**src/rtl/core_seq_if.sv**
```systemverilog
// Handshake and instruction bus between the core sequencer and its controller.
interface core_seq_if;
  logic        start;
  logic        busy;
  logic        done;
  logic [19:0] inst;

  modport master (output start, input busy, input done, input inst);
  modport slave  (input start, output busy, output done, output inst);
endinterface

```
**src/rtl/core_seq.sv**
```systemverilog
// Core instruction sequencer: K load, execute, OFIFO drain, optional normalisation.
// Define SEQ_NORM_EN to add the ACC/DIV/WB normalisation phases after OFIFO.
module core_seq #(
  parameter int col         = 8,
  parameter int total_cycle = 8,
  parameter int gap         = 10
) (
  input logic        clk,
  input logic        reset,
  core_seq_if.slave  bus
);

  localparam int unsigned CW = 16;

  localparam int unsigned B_WR2PMEM = 19;
  localparam int unsigned B_DIV     = 18;
  localparam int unsigned B_ACC     = 17;
  localparam int unsigned B_OFIFO   = 16;
  localparam int unsigned B_EXEC    = 7;
  localparam int unsigned B_LOAD    = 6;
  localparam int unsigned B_QRD     = 5;
  localparam int unsigned B_KRD     = 3;
  localparam int unsigned B_PRD     = 1;
  localparam int unsigned B_PWR     = 0;

  typedef enum logic [3:0] {
    IDLE, KLOAD, KEND, GAP1, EXEC, GAP2, OFIFO, ACC, DIV, WB, DONE
  } state_t;

  state_t          state, state_n;
  logic [CW-1:0]   cnt, cnt_n;
  logic            at_end;

  function automatic logic [CW-1:0] last_of(input state_t s);
    case (s)
      KLOAD:       return CW'(col);
      GAP1, GAP2:  return CW'(gap - 1);
      EXEC, OFIFO: return CW'(total_cycle - 1);
      ACC, WB:     return CW'(2 * total_cycle - 1);
      default:     return '0;
    endcase
  endfunction

  function automatic logic [19:0] inst_of(input state_t s, input logic [CW-1:0] n);
    logic [19:0]   i;
    logic [CW-1:0] nm1;
    i   = '0;
    nm1 = n - 1'b1;
    case (s)
      KLOAD: begin
        i[B_LOAD] = 1'b1;
        if (n >= CW'(1)) i[B_KRD] = 1'b1;
        if (n >= CW'(2)) i[15:12] = nm1[3:0];
      end
      KEND: i[B_LOAD] = 1'b1;
      EXEC: begin
        i[B_EXEC] = 1'b1;
        i[B_QRD]  = 1'b1;
        i[15:12]  = n[3:0];
      end
      OFIFO: begin
        i[B_OFIFO] = 1'b1;
        i[B_PWR]   = 1'b1;
        i[11:8]    = n[3:0];
      end
`ifdef SEQ_NORM_EN
      // ACC and WB walk each pmem row twice, so the row is n/2
      ACC: begin
        i[B_PRD] = 1'b1;
        i[B_ACC] = 1'b1;
        i[11:8]  = n[4:1];
      end
      DIV: i[B_DIV] = 1'b1;
      WB: begin
        i[B_PRD] = 1'b1;
        i[11:8]  = n[4:1];
        if (!n[0]) begin
          i[B_DIV]     = 1'b1;
          i[B_WR2PMEM] = 1'b1;
          i[B_PWR]     = 1'b1;
        end
      end
`endif
      default: i = '0;
    endcase
    return i;
  endfunction

  always_comb begin
    state_n = state;
    at_end  = (cnt == last_of(state));
    case (state)
      IDLE:  if (bus.start) state_n = KLOAD;
      KLOAD: if (at_end) state_n = KEND;
      KEND:  state_n = GAP1;
      GAP1:  if (at_end) state_n = EXEC;
      EXEC:  if (at_end) state_n = GAP2;
      GAP2:  if (at_end) state_n = OFIFO;
`ifdef SEQ_NORM_EN
      OFIFO: if (at_end) state_n = ACC;
      ACC:   if (at_end) state_n = DIV;
      DIV:   state_n = WB;
      WB:    if (at_end) state_n = DONE;
`else
      OFIFO: if (at_end) state_n = DONE;
`endif
      DONE:    state_n = IDLE;
      default: state_n = IDLE;
    endcase
    cnt_n = (state_n != state || state == IDLE || state == DONE) ? '0 : cnt + 1'b1;
  end

  // Outputs are decoded from the next state so they line up with the registered state.
  always_ff @(posedge clk) begin
    if (reset) begin
      state    <= IDLE;
      cnt      <= '0;
      bus.inst <= '0;
      bus.busy <= 1'b0;
      bus.done <= 1'b0;
    end else begin
      state    <= state_n;
      cnt      <= cnt_n;
      bus.inst <= inst_of(state_n, cnt_n);
      bus.busy <= (state_n != IDLE) && (state_n != DONE);
      bus.done <= (state_n == DONE);
    end
  end

endmodule

```
**src/flat_wrapper.sv**
```systemverilog
// flat-port wrapper written by rule: the top's interface ports become plain ports
module core_seq_flat 
#(
  parameter int col         = 8,
  parameter int total_cycle = 8,
  parameter int gap         = 10
)
  (clk, reset, bus_start, bus_busy, bus_done, bus_inst);
  core_seq_if bus_i ();
  input logic clk;
  input logic reset;
  input wire logic [$bits(bus_i.start)-1:0] bus_start;
  output wire logic [$bits(bus_i.busy)-1:0] bus_busy;
  output wire logic [$bits(bus_i.done)-1:0] bus_done;
  output wire logic [$bits(bus_i.inst)-1:0] bus_inst;
  assign bus_i.start = bus_start;
  assign bus_busy = bus_i.busy;
  assign bus_done = bus_i.done;
  assign bus_inst = bus_i.inst;
  core_seq #(.col(col), .total_cycle(total_cycle), .gap(gap)) u_core (.clk(clk), .reset(reset), .bus(bus_i));
endmodule
```
**config.mk**
```make
export PLATFORM = sky130hd
export DESIGN_NAME = core_seq_flat
export DESIGN_NICKNAME = d
export VERILOG_FILES = /design/src/rtl/core_seq_if.sv /design/src/rtl/core_seq.sv /design/src/flat_wrapper.sv
export SDC_FILE = /design/constraint.sdc
export NUM_CORES = 1
export LEC_CHECK = 0
export BUFFER_PORTS_ARGS = -buffer_cell sky130_fd_sc_hd__buf_2
export CAP_MARGIN = 30
export CORE_MARGIN = 2
export CORE_UTILIZATION = 40
export DETAILED_ROUTE_END_ITERATION = 7
export GPL_TIMING_DRIVEN = 0
export PLACE_DENSITY_LB_ADDON = 0.12
export SLEW_MARGIN = 25
export SYNTH_ARGS = -nofsm -noshare
export SYNTH_HDL_FRONTEND = slang
export SYNTH_SLANG_ARGS = --single-unit
```
**constraint.sdc**
```tcl
create_clock -name clk -period 5 [get_ports clk]
set_input_delay 0 -clock clk [delete_from_list [all_inputs] [get_ports clk]]
set_output_delay 0 -clock clk [all_outputs]
set_load 0.03 [all_outputs]
```
* Word level (Yosys, flattened, before mapping) *
Index checks and enable logic that the tools add are counted.

operators by class
  add/sub/neg operators = 2
  equal/unequal tests = 17
  shift operators = 0
  bitwise operators = 2
  $lt $le $gt $ge = 2
  reduce and logical (&&, ||, !) cells = 11
  multiplexer cells = 15
  divide/modulo/power cells = 0
  multiply operators = 0

operators with widths
  kind                                                                                   count
  4-bit 2-to-1 mux                                                                       7
  4-bit one-hot mux with 7 select lines                                                  1
  4-bit by 3-bit equality test with 1-bit output (second input constant)                 6
  16-bit by 1-bit adder with 16-bit output (second input constant)                       1
  16-bit by 4-bit equality test with 1-bit output                                        1
  16-bit by 1-bit greater-or-equal comparator with 1-bit output (second input constant)  1
  16-bit by 2-bit greater-or-equal comparator with 1-bit output (second input constant)  1
  16-bit 2-to-1 mux                                                                      1
  4-bit one-hot mux with 4 select lines                                                  1
  4-bit by 2-bit equality test with 1-bit output (second input constant)                 3
  4-bit equality test (second input constant)                                            3
  2-bit OR reduction                                                                     6
  4-bit by 1-bit equality test with 1-bit output (second input constant)                 2
  4-bit one-hot mux with 2 select lines                                                  1
  4-bit zero test                                                                        1
  1-bit 2-to-1 mux                                                                       4
  4-bit inequality test                                                                  1
  4-bit inequality test (second input constant)                                          1
  4-bit nonzero test                                                                     1
  4-bit by 1-bit subtractor with 4-bit output (second input constant)                    1
  1-bit logical OR                                                                       2
  1-bit NOT                                                                              2
  1-bit logical AND                                                                      1

word-level totals
  memory bits (writable) = 0
  output and inout port bits = 22
  flip-flop bits (word level) = 42
  bits in latches = 0
  memories = 0
  ROM bits = 0

* Longest topological paths before layout *
Gate-level depths: netlist (run 1).

  depth after elaboration = 13
  gate-level depth with buffers = 12
  depth with buffers taken out = 11

* Worst setup path after synthesis (run 1) *
Ideal clock, no wire load.

  path type = register to register
  start point = register u_core.cnt[4]
  end point = register u_core.bus.inst[15]
  clock period less this slack = 2,440 ps
  stages on the path, launching flop included = 12
  arrival = 2,312 ps
  path slack = 2,560 ps
  path buffers = 1
  cells stage by stage = dfxtp_1 > buf_6 > or4_4 > nor4_4 > o211ai_4 > nor2_8 > nor3_1 > nand2_1 > inv_1 > ha_1 > o221ai_1 > o31ai_2

between the ends
  word-level cells in the longest chain between the ends = 10

RTL lines
  element                                                                                                                       line                            text
  start: declaration                                                                                                            core_seq.sv:31                  logic [CW-1:0] cnt, cnt_n;
  start signal: assignment                                                                                                      core_seq.sv:123                 cnt <= cnt_n;
  16-bit by 4-bit equality test with 1-bit output (*)                                                                           core_seq.sv:91                  at_end = (cnt == last_of(state));
  4-bit 2-to-1 mux (on tied branches)                                                                                           -
  4-bit one-hot mux with 7 select lines (*)                                                                                     core_seq.sv:92                  case (state)
  4-bit inequality test (*)                                                                                                     core_seq.sv:110                 cnt_n = (state_n != state || state == IDLE || state == DONE) ? '0 : cnt + 1'b1;
  1-bit logical OR (*) (2 in a row)                                                                                             core_seq.sv:110
  16-bit 2-to-1 mux (*)                                                                                                         core_seq.sv:110
  via u_core.cnt_n[1]                                                                                                           core_seq.sv:31
  16-bit by 2-bit greater-or-equal comparator with 1-bit output or 4-bit by 1-bit subtractor with 4-bit output (tied branches)  core_seq.sv:53, core_seq.sv:48
  4-bit 2-to-1 mux (*)                                                                                                          core_seq.sv:53                  if (n >= CW'(2)) i[15:12] = nm1[3:0];
  4-bit one-hot mux with 2 select lines (*)                                                                                     core_seq.sv:49                  case (s)
  end signal: assignment                                                                                                        core_seq.sv:124                 bus.inst <= inst_of(state_n, cnt_n);
  end: declaration                                                                                                              core_seq_if.sv:9                modport slave (input start, output busy, output done, output inst);

The timed path passes the listed nets; every way through them passes the cells marked *.
A chain may end at the register's enable or synchronous reset.

* Final worst setup path (run 1) *
  start point = register u_core.state[0]
  end point = register u_core.bus.inst[15]

between the ends
  word-level cells in the longest chain between the ends = 13

RTL lines
  element                                                                                                                       line                            text
  start: declaration                                                                                                            core_seq.sv:30                  state_t state, state_n;
  start signal: assignment                                                                                                      core_seq.sv:122                 state <= state_n;
  4-bit by 3-bit equality test with 1-bit output, or another cell as far along                                                  core_seq.sv:35                  case (s)
  2-bit OR reduction                                                                                                            core_seq.sv:35
  4-bit one-hot mux with 4 select lines                                                                                         core_seq.sv:35
  16-bit by 4-bit equality test with 1-bit output                                                                               core_seq.sv:91
  4-bit 2-to-1 mux (on tied branches)                                                                                           -
  4-bit one-hot mux with 7 select lines                                                                                         core_seq.sv:92
  4-bit inequality test                                                                                                         core_seq.sv:110
  1-bit logical OR (2 in a row)                                                                                                 core_seq.sv:110
  16-bit 2-to-1 mux                                                                                                             core_seq.sv:110
  16-bit by 2-bit greater-or-equal comparator with 1-bit output or 4-bit by 1-bit subtractor with 4-bit output (tied branches)  core_seq.sv:53, core_seq.sv:48
  4-bit 2-to-1 mux                                                                                                              core_seq.sv:53
  4-bit one-hot mux with 2 select lines (*)                                                                                     core_seq.sv:49

Mark *: on every way between the ends. The rest lies on a longest branch, timed or not.

==> results of run 1 <==
==> how the worst min path moves through the flow <==
| stage | from | end | slack [ns] | depth (start not counted) |
|---|---|---|---|---|
| 6_report | bus_start | u_core.bus.inst[6] | 0.03 | 3 |
| 4_1_cts | bus_start | u_core.bus.inst[6] | 0.03 | 3 |
| 3_3_place_gp | reset | u_core.cnt[0] | 0.24 | 2 |
| 2_1_floorplan | reset | u_core.cnt[0] | 0.07 | 1 |
| 3_5_place_dp | reset | u_core.cnt[1] | 0.23 | 2 |
| 5_1_grt | bus_start | u_core.bus.inst[6] | 0.07 | 3 |
==> critical path: stages (launching register included) <==
cell      delay [ns]
dfxtp_1         0.45
nor2b_1         0.27
o31ai_1         0.13
a221oi_2        0.52
nor2_8          0.09
nor3_1          0.33
nand2_1         0.24
ha_1            0.28
o221ai_1        0.22
o31ai_2         0.10
==> cells in the final DEF (no fill, tap or decap), types with 3 or more instances in the layout <==
master    Yosys  layout
or2_2         3       3
nand2_1      11      11
inv_1        10      10
dfxtp_1      34      34
or3_1         3       3
a211oi_1      6       6
ha_1          4       4
xnor2_1      10      10
o211a_1       3       3
conb_1        1       6
nand3_1       9       9
nor4_1        5       5
o21ai_0       5       5
xor2_1        6       6
buf_4        10      10
buf_2         8      26
a21oi_1       6       6
nor2b_1       6       6
and3_1        4       4
nor2_1       27      27
buf_6         4       4
clkbuf_8      0       6
==> per-layer routing <==
| metal | wire, µm | GRT usage (%) |
|---|---|---|
| met5 | 0 | 0 |
| met3 | 123 | 3.75 |
| met4 | 61 | 5.85 |
| met2 | 1870 | 25.4 |
| met1 | 2040 | 21.8 |
==> final cells by class <==
type	instances	area, µm²	area share, %
Clock buffer	6	82.6	3.55
Timing Repair Buffer	19	100	4.30
Multi-Input combinational cell	162	1170	50.2
Tap cell	67	83.8	3.60
Sequential cell	34	681	29.3
Buffer	22	160	6.89
Clock inverter	2	12.5	0.538
Inverter	10	37.5	1.61
==> stage by stage <==
stage / hold slack [ns] / utilization (%) / power, mW / std cells
floorplan: 0.0724 / - / 0.439 / 228
finish: 0.0332 / 48.3 / 0.681 / 322
global route: 0.0726 / 48.3 / 0.717 / 322
detailed placement: 0.232 / 46.1 / 0.471 / 313
global placement: 0.239 / 46.1 / 0.471 / 313
CTS: 0.0277 / 48.3 / 0.690 / 322
==> power breakdown <==
group          internal (mW)  switching [mW]  leakage (nW)  total (mW)
registers              0.281         0.00925         0.275       0.290
clock network          0.111           0.104        0.0472       0.215
logic                 0.0698           0.106         0.676       0.176
==> logic make-up (layout without fill, tap and decap cells) <==
group,count (synthesis),after routing
flip-flops,34,34
other,1,6
adder cells (fa/ha/maj),4,4
AO/OA/AOI/OAI,43,43
buffers and inverters,32,59
AND/OR/NAND/NOR,90,90
multiplexers,3,3
XOR/XNOR,16,16
==> state kept, by name (all words and copies together) (netlist names) <==
name	flops
u_core.bus.done	1
u_core.cnt	16
u_core.bus.busy	1
u_core.state	4
u_core.bus.inst	12
==> timing repair <==
action / in CTS / in global routing
setup endpoints to repair: 0 / 0
hold endpoints to repair: 2 / 0
gates resized for setup: 0 / 0
hold buffers: 1 / 0
setup buffers: 0 / 0
==> impl_metrics.env, run 1 <==
export IMPL_outcome="finished clean"
export IMPL_cts_reportedPaths_clkPinSlew_ns=0.07
export IMPL_yosysSeqAreaShare_pct=33.6
export IMPL_drv_cap=0
export IMPL_ir_drop_v=0.000171
export IMPL_critPathLaunchType="flip-flop"
export IMPL_yosysMostFrequentCell="dfxtp_1"
export IMPL_syn_to_final_growth_pct=14.7
export IMPL_diodes=0
export IMPL_route_detailed_drc=0
export IMPL_die_h_um=75.2
export IMPL_netlist_area_leader_share_pct=33.6
export IMPL_worstSetupStartpoint="u_core.state[0]"
export IMPL_hold_viol_final=0
export IMPL_drt_pass1_iter_count=4
export IMPL_synth_area_leaders="dfxtp_1, nor2_1, xnor2_1, buf_4, xor2_1"
export IMPL_reg2reg_depth=9
export IMPL_synth_simple_gate_area_share_pct=28.0
export IMPL_grt_pass1_vias=1445
export IMPL_yosysWarnings=0
export IMPL_cp_arrival_ns=2.92
export IMPL_grt_first_pass_wirelength_um=6960
export IMPL_synthXorXnorAreaFrac_pct=6.91
export IMPL_grt_max_degree=12
export IMPL_yosys_area_top_type="dfxtp_1"
export IMPL_dp_slack_ns=2.27
export IMPL_min_path_type="in -> reg"
export IMPL_drt_first_iter_violations=88
export IMPL_drt_antenna_violating_nets=0
export IMPL_port_buffer_count=18
export IMPL_insertion_delay_ns=0.29
export IMPL_clkSinkCount=34
export IMPL_die_area_um2=5660
export IMPL_rr_startpoint="u_core.state[0]"
export IMPL_synth_compound_area_share_pct=17.4
export IMPL_htree_num_levels=2
export IMPL_fp_dieW_um=75.2
export IMPL_cellPowerDensity_nw_per_um2=293
export IMPL_hpwl_um=2970
export IMPL_synth_top_family_by_area="simple AND/OR/NAND/NOR gates"
export IMPL_fmax_mhz=363
export IMPL_n_fill_cell=494
export IMPL_synthArstFlopShare_pct=0
export IMPL_finalNetCount=261
export IMPL_wire_per_inst_um=12.7
export IMPL_netlist_instances=223
export IMPL_netlist_top_cells_count="dfxtp_1, nor2_1, nand2_1"
export IMPL_p_leak_nw=0.998
export IMPL_io_pins=25
export IMPL_drive_above_1_share_pct=26.7
export IMPL_muxShareOfSynthArea_pct=1.73
export IMPL_crit_fanout=8
export IMPL_setup_viol_count_final=0
export IMPL_rsz0062_at_grt="false"
export IMPL_timing_rr_end="u_core.bus.inst[15]"
export IMPL_yosys_register_bits=34
export IMPL_viasPerCell=4.95
export IMPL_grt_usage_pct=16.2
export IMPL_vias=1594
export IMPL_cts_root_buffer="clkbuf_8"
export IMPL_clock_skew_ns=0.00743
export IMPL_core_rowCount=25
export IMPL_routed_wl_um=4100
export IMPL_fin_tns_setup_ns=0
export IMPL_cts_tree="done"
export IMPL_place_congestion=0.761
export IMPL_placed_area_um2=2220
export IMPL_synth_fa_ha_area_share_pct=2.47
export IMPL_cts_buffers=5
export IMPL_fin_crit_sh_pct=55.2
export IMPL_cp_required_ns=5.17
export IMPL_finalWorstSetupSlack_ns=2.24
export IMPL_grt_ovfl_total=0
export IMPL_synth_edff_count=0
export IMPL_ys_flop_type="dfxtp_1"
export IMPL_min_period_ns=2.76
export IMPL_antenna_found_initial=0
export IMPL_clockBufferDepth=2
export IMPL_synthesis_area_um2=2030
export IMPL_ys_types=61
export IMPL_core_area_um2=4820
export IMPL_worst_pin_slew_ns=0.563
export IMPL_final_cell_area_um2=2330
export IMPL_r2r_slack_ns=2.24
export IMPL_cp_endpoint="u_core.bus.inst[15]"
export IMPL_initial_core_util_pct=42.1
export IMPL_slew_viol_final=0
export IMPL_maxSlewHeadroom_pct=62.5
export IMPL_critPathCaptureType="flip-flop"
export IMPL_criticalPathCategory="reg -> reg"
export IMPL_synth_area_per_cell_um2=9.10
Note: power is estimated with default switching activity, not from simulation.
==> run 2, diff against run 1 <==
- clock period: 5 -> 2.4 ns (I/O delays scaled with it)
==> impl_metrics.env, run 2 (synthesis results as in run 1) <==
export IMPL_top_register="u_core.cnt"
export IMPL_min_period_ns=2.28
export IMPL_viasPerCell=4.93
export IMPL_crit_fanout=6
export IMPL_drv_cap=0
export IMPL_die_h_um=75.2
export IMPL_reg_top3="u_core.cnt x16, u_core.bus.inst x12, u_core.state x4"
export IMPL_initial_core_util_pct=42.1
export IMPL_finalNetCount=275
export IMPL_crit_path_max_incr_delay_ns=0.52
export IMPL_cts_buffers=5
export IMPL_grt_pass1_vias=1511
export IMPL_placed_area_um2=2230
export IMPL_grt_usage_pct=17.3
export IMPL_drt_pass1_iter_count=4
export IMPL_slowest_stage="or4_4"
export IMPL_wire_per_inst_um=13.3
export IMPL_r2r_slack_ns=0.12
export IMPL_grt_ovfl_total=0
export IMPL_drt_first_iter_violations=78
export IMPL_cp_required_ns=2.59
export IMPL_route_detailed_drc=0
export IMPL_finalWorstSetupSlack_ns=0.120
export IMPL_rsz0062_at_grt="true"
export IMPL_fin_hold_ws_ns=0.0316
export IMPL_setup_viol_count_final=0
export IMPL_place_congestion=0.790
export IMPL_cp_arrival_ns=2.47
export IMPL_dp_cells=313
export IMPL_port_buffer_count=18
export IMPL_syn_to_final_growth_pct=31.9
export IMPL_clockBufferDepth=2
export IMPL_fp_dieW_um=75.2
export IMPL_worst_path_buf_inv=1
export IMPL_diodes=0
export IMPL_die_area_um2=5660
export IMPL_layout_cells_non_filler=336
export IMPL_core_area_um2=4820
export IMPL_clkSinkCount=34
export IMPL_fin_total_pwr_mw=1.73
export IMPL_hold_viol_final=0
export IMPL_cts_root_buffer="clkbuf_8"
export IMPL_multiInputGateArea_um2=1310
export IMPL_final_common_cell="nor2_1"
export IMPL_ff_latch_area_um2=709
export IMPL_critPathLaunchType="flip-flop"
export IMPL_grt_first_pass_wirelength_um=7400
export IMPL_worstPathCellList="or4_4, nor4_4, o211ai_4, nor2_8, nor3_4, nand2_2, inv_1, ha_1, nand2b_1, a21oi_2, nor2b_1"
export IMPL_outcome="finished clean"
export IMPL_cts_reportedPaths_clkPinSlew_ns=0.08
export IMPL_maxSlewHeadroom_pct=66.4
export IMPL_crit_family="simple AND/OR/NAND/NOR gates"
export IMPL_criticalPathCategory="reg -> reg"
export IMPL_fin_crit_sh_pct=95.0
export IMPL_antenna_found_initial=0
export IMPL_core_rowCount=25
export IMPL_dp_slack_ns=-0.293
export IMPL_largest_reg_flops=16
export IMPL_critPathCaptureType="flip-flop"
export IMPL_p_leak_nw=1.11
export IMPL_routed_wl_um=4470
export IMPL_io_pins=25
export IMPL_fin_util_pct=55.5
export IMPL_drive_above_1_share_pct=42.8
export IMPL_drt_antenna_violating_nets=0
export IMPL_cellPowerDensity_nw_per_um2=648
export IMPL_min_path_type="in -> reg"
export IMPL_clock_skew_ns=0.00947
export IMPL_slew_viol_final=0
export IMPL_hpwl_um=2950
export IMPL_fmax_mhz=439
export IMPL_cts_tree="done"
export IMPL_n_fill_cell=447
export IMPL_worst_pin_slew_ns=0.499
export IMPL_fin_tns_setup_ns=0
export IMPL_htree_num_levels=2
export IMPL_grt_max_degree=13
export IMPL_insertion_delay_ns=0.29
export IMPL_ir_drop_v=0.000550
export IMPL_final_cell_area_um2=2680
export IMPL_vias=1656
export IMPL_layout_common_cells="nor2_1, buf_4, buf_2, dfxtp_1, inv_1"
==> run 2: changes by cell type in the layout (fill, tap and decap cells not counted), moves of 3 or more <==
cell and delta:
dfxtp_1 -13, buf_2 -5, a211oi_2 +3, dfxtp_4 +5, a211oi_1 -4, buf_4 +14
dfxtp_2 +8
==> run 2: cell type report <==
class,instances,share of cell area [%]
Clock inverter,3,2.57
Inverter,10,1.40
Buffer,20,6.74
Tap cell,67,3.13
Clock buffer,5,2.57
Multi-Input combinational cell,162,48.8
Timing Repair Buffer,35,8.23
Sequential cell,34,26.5
==> run 2: routing by layer <==
layer	global-route usage [%]	up-vias	wire (µm)
met3	4.28	4	123
met2	26.8	22	2140
met4	7.21	0	54
li1	-	861	-
met1	23.1	769	2160
met5	0	-	0
==> run 2: final timing paths <==
check	from	end	depth (start not counted)
max	u_core.cnt[15]	u_core.bus.inst[3]	11
min	bus_start	u_core.bus.inst[6]	3
max reg2reg	u_core.cnt[15]	u_core.bus.inst[3]	11
min reg2reg	u_core.cnt[10]	u_core.cnt[10]	2
==> run 2: tightest hold or removal path, cell delays in order <==
cell and delay [ns]:
buf_2 0.09, nor2_1 0.11, nor4_1 0.07
==> run 2: timing repair <==
action,CTS,global route
hold buffers,1,0
endpoints found under the hold margin,2,0
gates resized for setup,16,39
setup endpoints to repair,11,24
pin swaps,7,11
setup buffers,8,8
==> run 2: report_power, final <==
part | switching (mW) | internal [mW] | leakage, nW | total, mW
logic | 0.257 | 0.215 | 0.758 | 0.471
registers | 0.0272 | 0.586 | 0.283 | 0.613
clock network | 0.233 | 0.416 | 0.0683 | 0.649
total | 0.517 | 1.22 | 1.11 | 1.73
==> run 3, diff against run 2 <==
- ABC_AREA: default -> 1
- CORE_MARGIN: 2 -> default
==> impl_metrics.env, run 3 <==
export IMPL_outcome="finished with violations"
export IMPL_violations="negative setup slack"
export IMPL_yosysSeqAreaShare_pct=33.3
export IMPL_synth_area_leaders="dfxtp_1, nand2_1, nor2_1, inv_1, nor3_1"
export IMPL_yosysMostFrequentCell="nand2_1"
export IMPL_grt_max_degree=11
export IMPL_synthesis_area_um2=2040
export IMPL_grt_ovfl_total=0
export IMPL_reg_top3="u_core.cnt x16, u_core.bus.inst x12, u_core.state x4"
export IMPL_hpwl_um=3370
export IMPL_antenna_found_initial=0
export IMPL_cellPowerDensity_nw_per_um2=754
export IMPL_grt_usage_pct=19.7
export IMPL_hold_viol_final=0
export IMPL_critPathLaunchType="flip-flop"
export IMPL_yosysWarnings=0
export IMPL_clockBufferDepth=2
export IMPL_crit_fanout=6
export IMPL_finalNetCount=360
export IMPL_yosys_area_top_type="dfxtp_1"
export IMPL_slew_viol_final=0
export IMPL_fin_total_pwr_mw=2.08
export IMPL_io_pins=25
export IMPL_drv_cap=0
export IMPL_synthArstFlopShare_pct=0
export IMPL_top_usage_layer="met2"
export IMPL_rsz0062_at_grt="true"
export IMPL_place_congestion=0.902
export IMPL_min_path_type="in -> reg"
export IMPL_route_detailed_drc=0
export IMPL_crit_path_max_incr_delay_ns=0.41
export IMPL_cts_root_buffer="clkbuf_8"
export IMPL_use_met2_pct=29.5
export IMPL_grt_pass1_vias=1752
export IMPL_grt_first_pass_wirelength_um=8110
export IMPL_synth_area_per_cell_um2=6.88
export IMPL_critPathCaptureType="flip-flop"
export IMPL_insertion_delay_ns=0.29
export IMPL_use_met1_pct=28.7
export IMPL_fp_dieW_um=73.5
export IMPL_layout_common_cells="nand2_1, nor2_1, inv_1"
export IMPL_ys_flop_type="dfxtp_1"
export IMPL_wire_per_inst_um=12.2
export IMPL_syn_to_final_growth_pct=35.4
export IMPL_cts_tree="done"
export IMPL_top_register="u_core.cnt"
export IMPL_netlist_area_leader_share_pct=33.3
export IMPL_cp_arrival_ns=2.61
export IMPL_fin_crit_sh_pct=101
export IMPL_core_area_um2=4820
export IMPL_viasPerCell=4.75
export IMPL_cp_required_ns=2.59
export IMPL_crit_family="simple AND/OR/NAND/NOR gates"
export IMPL_vias=1999
export IMPL_clkSinkCount=34
export IMPL_worstPathCellList="inv_8, nor2_4, nand2_2, nand3_2, nand2_1, nor2_4, nand2_2, buf_8, a21oi_4, nor2_4, buf_6, nand3_4, inv_2, ha_4, inv_2, nand2_2, nor2_4, nand3_4, nand2_2, nand2_1"
export IMPL_slowest_stage="dfxtp_4"
export IMPL_clock_skew_ns=0.00467
export IMPL_initial_core_util_pct=42.4
export IMPL_core_rowCount=25
export IMPL_netlist_instances=297
export IMPL_min_period_ns=2.42
export IMPL_grtUsageMet3_pct=3.29
export IMPL_drt_antenna_violating_nets=0
export IMPL_setup_viol_count_final=5
export IMPL_fmax_mhz=413
export IMPL_final_common_cell="nand2_1"
export IMPL_drt_pass1_iter_count=4
export IMPL_die_h_um=73.5
export IMPL_port_buffer_count=18
export IMPL_yosys_register_bits=34
export IMPL_p_leak_nw=1.38
export IMPL_die_area_um2=5390
export IMPL_drt_first_iter_violations=118
export IMPL_synth_edff_count=0
export IMPL_dp_slack_ns=-0.321
export IMPL_placed_area_um2=2230
export IMPL_finalWorstSetupSlack_ns=-0.0212
export IMPL_worst_path_buf_inv=5
export IMPL_htree_num_levels=2
export IMPL_final_cell_area_um2=2760
export IMPL_fin_tns_setup_ns=-0.0509
export IMPL_cts_buffers=5
export IMPL_diodes=0
export IMPL_ir_drop_v=0.000472
export IMPL_worst_pin_slew_ns=0.553
export IMPL_largest_reg_flops=16
export IMPL_routed_wl_um=5130
export IMPL_netlist_top_cells_count="nand2_1, nor2_1, inv_1, dfxtp_1, nor3_1"
export IMPL_n_fill_cell=478
export IMPL_cts_reportedPaths_clkPinSlew_ns=0.07
export IMPL_maxSlewHeadroom_pct=63.1
export IMPL_criticalPathCategory="reg -> reg"
export IMPL_ys_types=35
export IMPL_drive_above_1_share_pct=37.6
==> run 3: changes by cell type in the layout (fill, tap and decap cells not counted), sizes merged, moves of 7 or more <==
cell	change
xnor2	-10
nor2	+21
nand4	+7
nand2	+65
inv	+34
nor3	+15
==> run 3: worst reg2reg max path, stage by stage, from the launching register on <==
cell and delay, ns:
dfxtp_4 0.41, inv_8 0.04, nor2_4 0.12, nand2_2 0.09, nand3_2 0.06, nand2_1 0.08, nor2_4 0.15, nand2_2 0.09
buf_8 0.13, a21oi_4 0.13, nor2_4 0.07, buf_6 0.14, nand3_4 0.09, inv_2 0.06, ha_4 0.15, inv_2 0.04
nand2_2 0.06, nor2_4 0.14, nand3_4 0.11, nand2_2 0.10, nand2_1 0.05
==> run 3: worst paths after layout <==
check / from / end / slack, ns / cells past startpoint
max: u_core.state[0] / u_core.bus.inst[14] / -0.02 / 20
min: bus_start / u_core.state[0] / 0.42 / 7
max reg2reg: u_core.state[0] / u_core.bus.inst[14] / -0.02 / 20
min reg2reg: u_core.cnt[15] / u_core.cnt[15] / 0.57 / 3
==> run 3: where the power goes <==
part | leakage (nW) | internal, mW | switching, mW
logic | 1.05 | 0.419 | 0.584
registers | 0.281 | 0.604 | 0.0404
clock network | 0.0482 | 0.231 | 0.205
total | 1.38 | 1.25 | 0.830
==> run 3: cell families after synthesis <==
logic type	after synthesis	synth area share, %
buf+inv	58	13.1
flops	34	33.3
compound gates	20	7.17
simple gates	172	40.3
other cells	1	0.184
xor+xnor	8	3.43
fa+ha+maj	4	2.45
==> run 3: repair_timing <==
action	in CTS	in global routing
pin swaps	12	26
endpoints found under the setup margin	5	11
hold buffers	1	0
hold endpoints to repair	2	0
setup buffers	12	13
resized for setup	30	44
==> run 3: layout make-up <==
| cell class | instances | area (µm²) | area share [%] |
|---|---|---|---|
| clock buffers | 7 | 86.3 | 3.12 |
| repair buffers | 44 | 303 | 11.0 |
| well taps | 67 | 83.8 | 3.03 |
| clock inverters | 1 | 5.00 | 0.181 |
| flip-flops and latches | 34 | 704 | 25.5 |
| inverters | 45 | 189 | 6.84 |
| plain buffers | 13 | 97.6 | 3.53 |
| multi-input cells | 210 | 1290 | 46.9 |
==> run 3: metal layers <==
metal / up-vias / routed length [µm]
met5: - / 0
li1: 1041 / -
met4: 0 / 67
met3: 6 / 186
met2: 40 / 2410
met1: 912 / 2470
==> run 3: through the flow <==
stage | cells | utilization [%] | hold WS (ns)
2_1_floorplan | 302 | - | 0.0839
3_3_place_gp | 387 | 46.4 | 0.247
3_5_place_dp | 387 | 46.4 | 0.239
4_1_cts | 408 | 52.3 | 0.371
5_1_grt | 421 | 57.4 | 0.495
6_report | 421 | 57.4 | 0.418
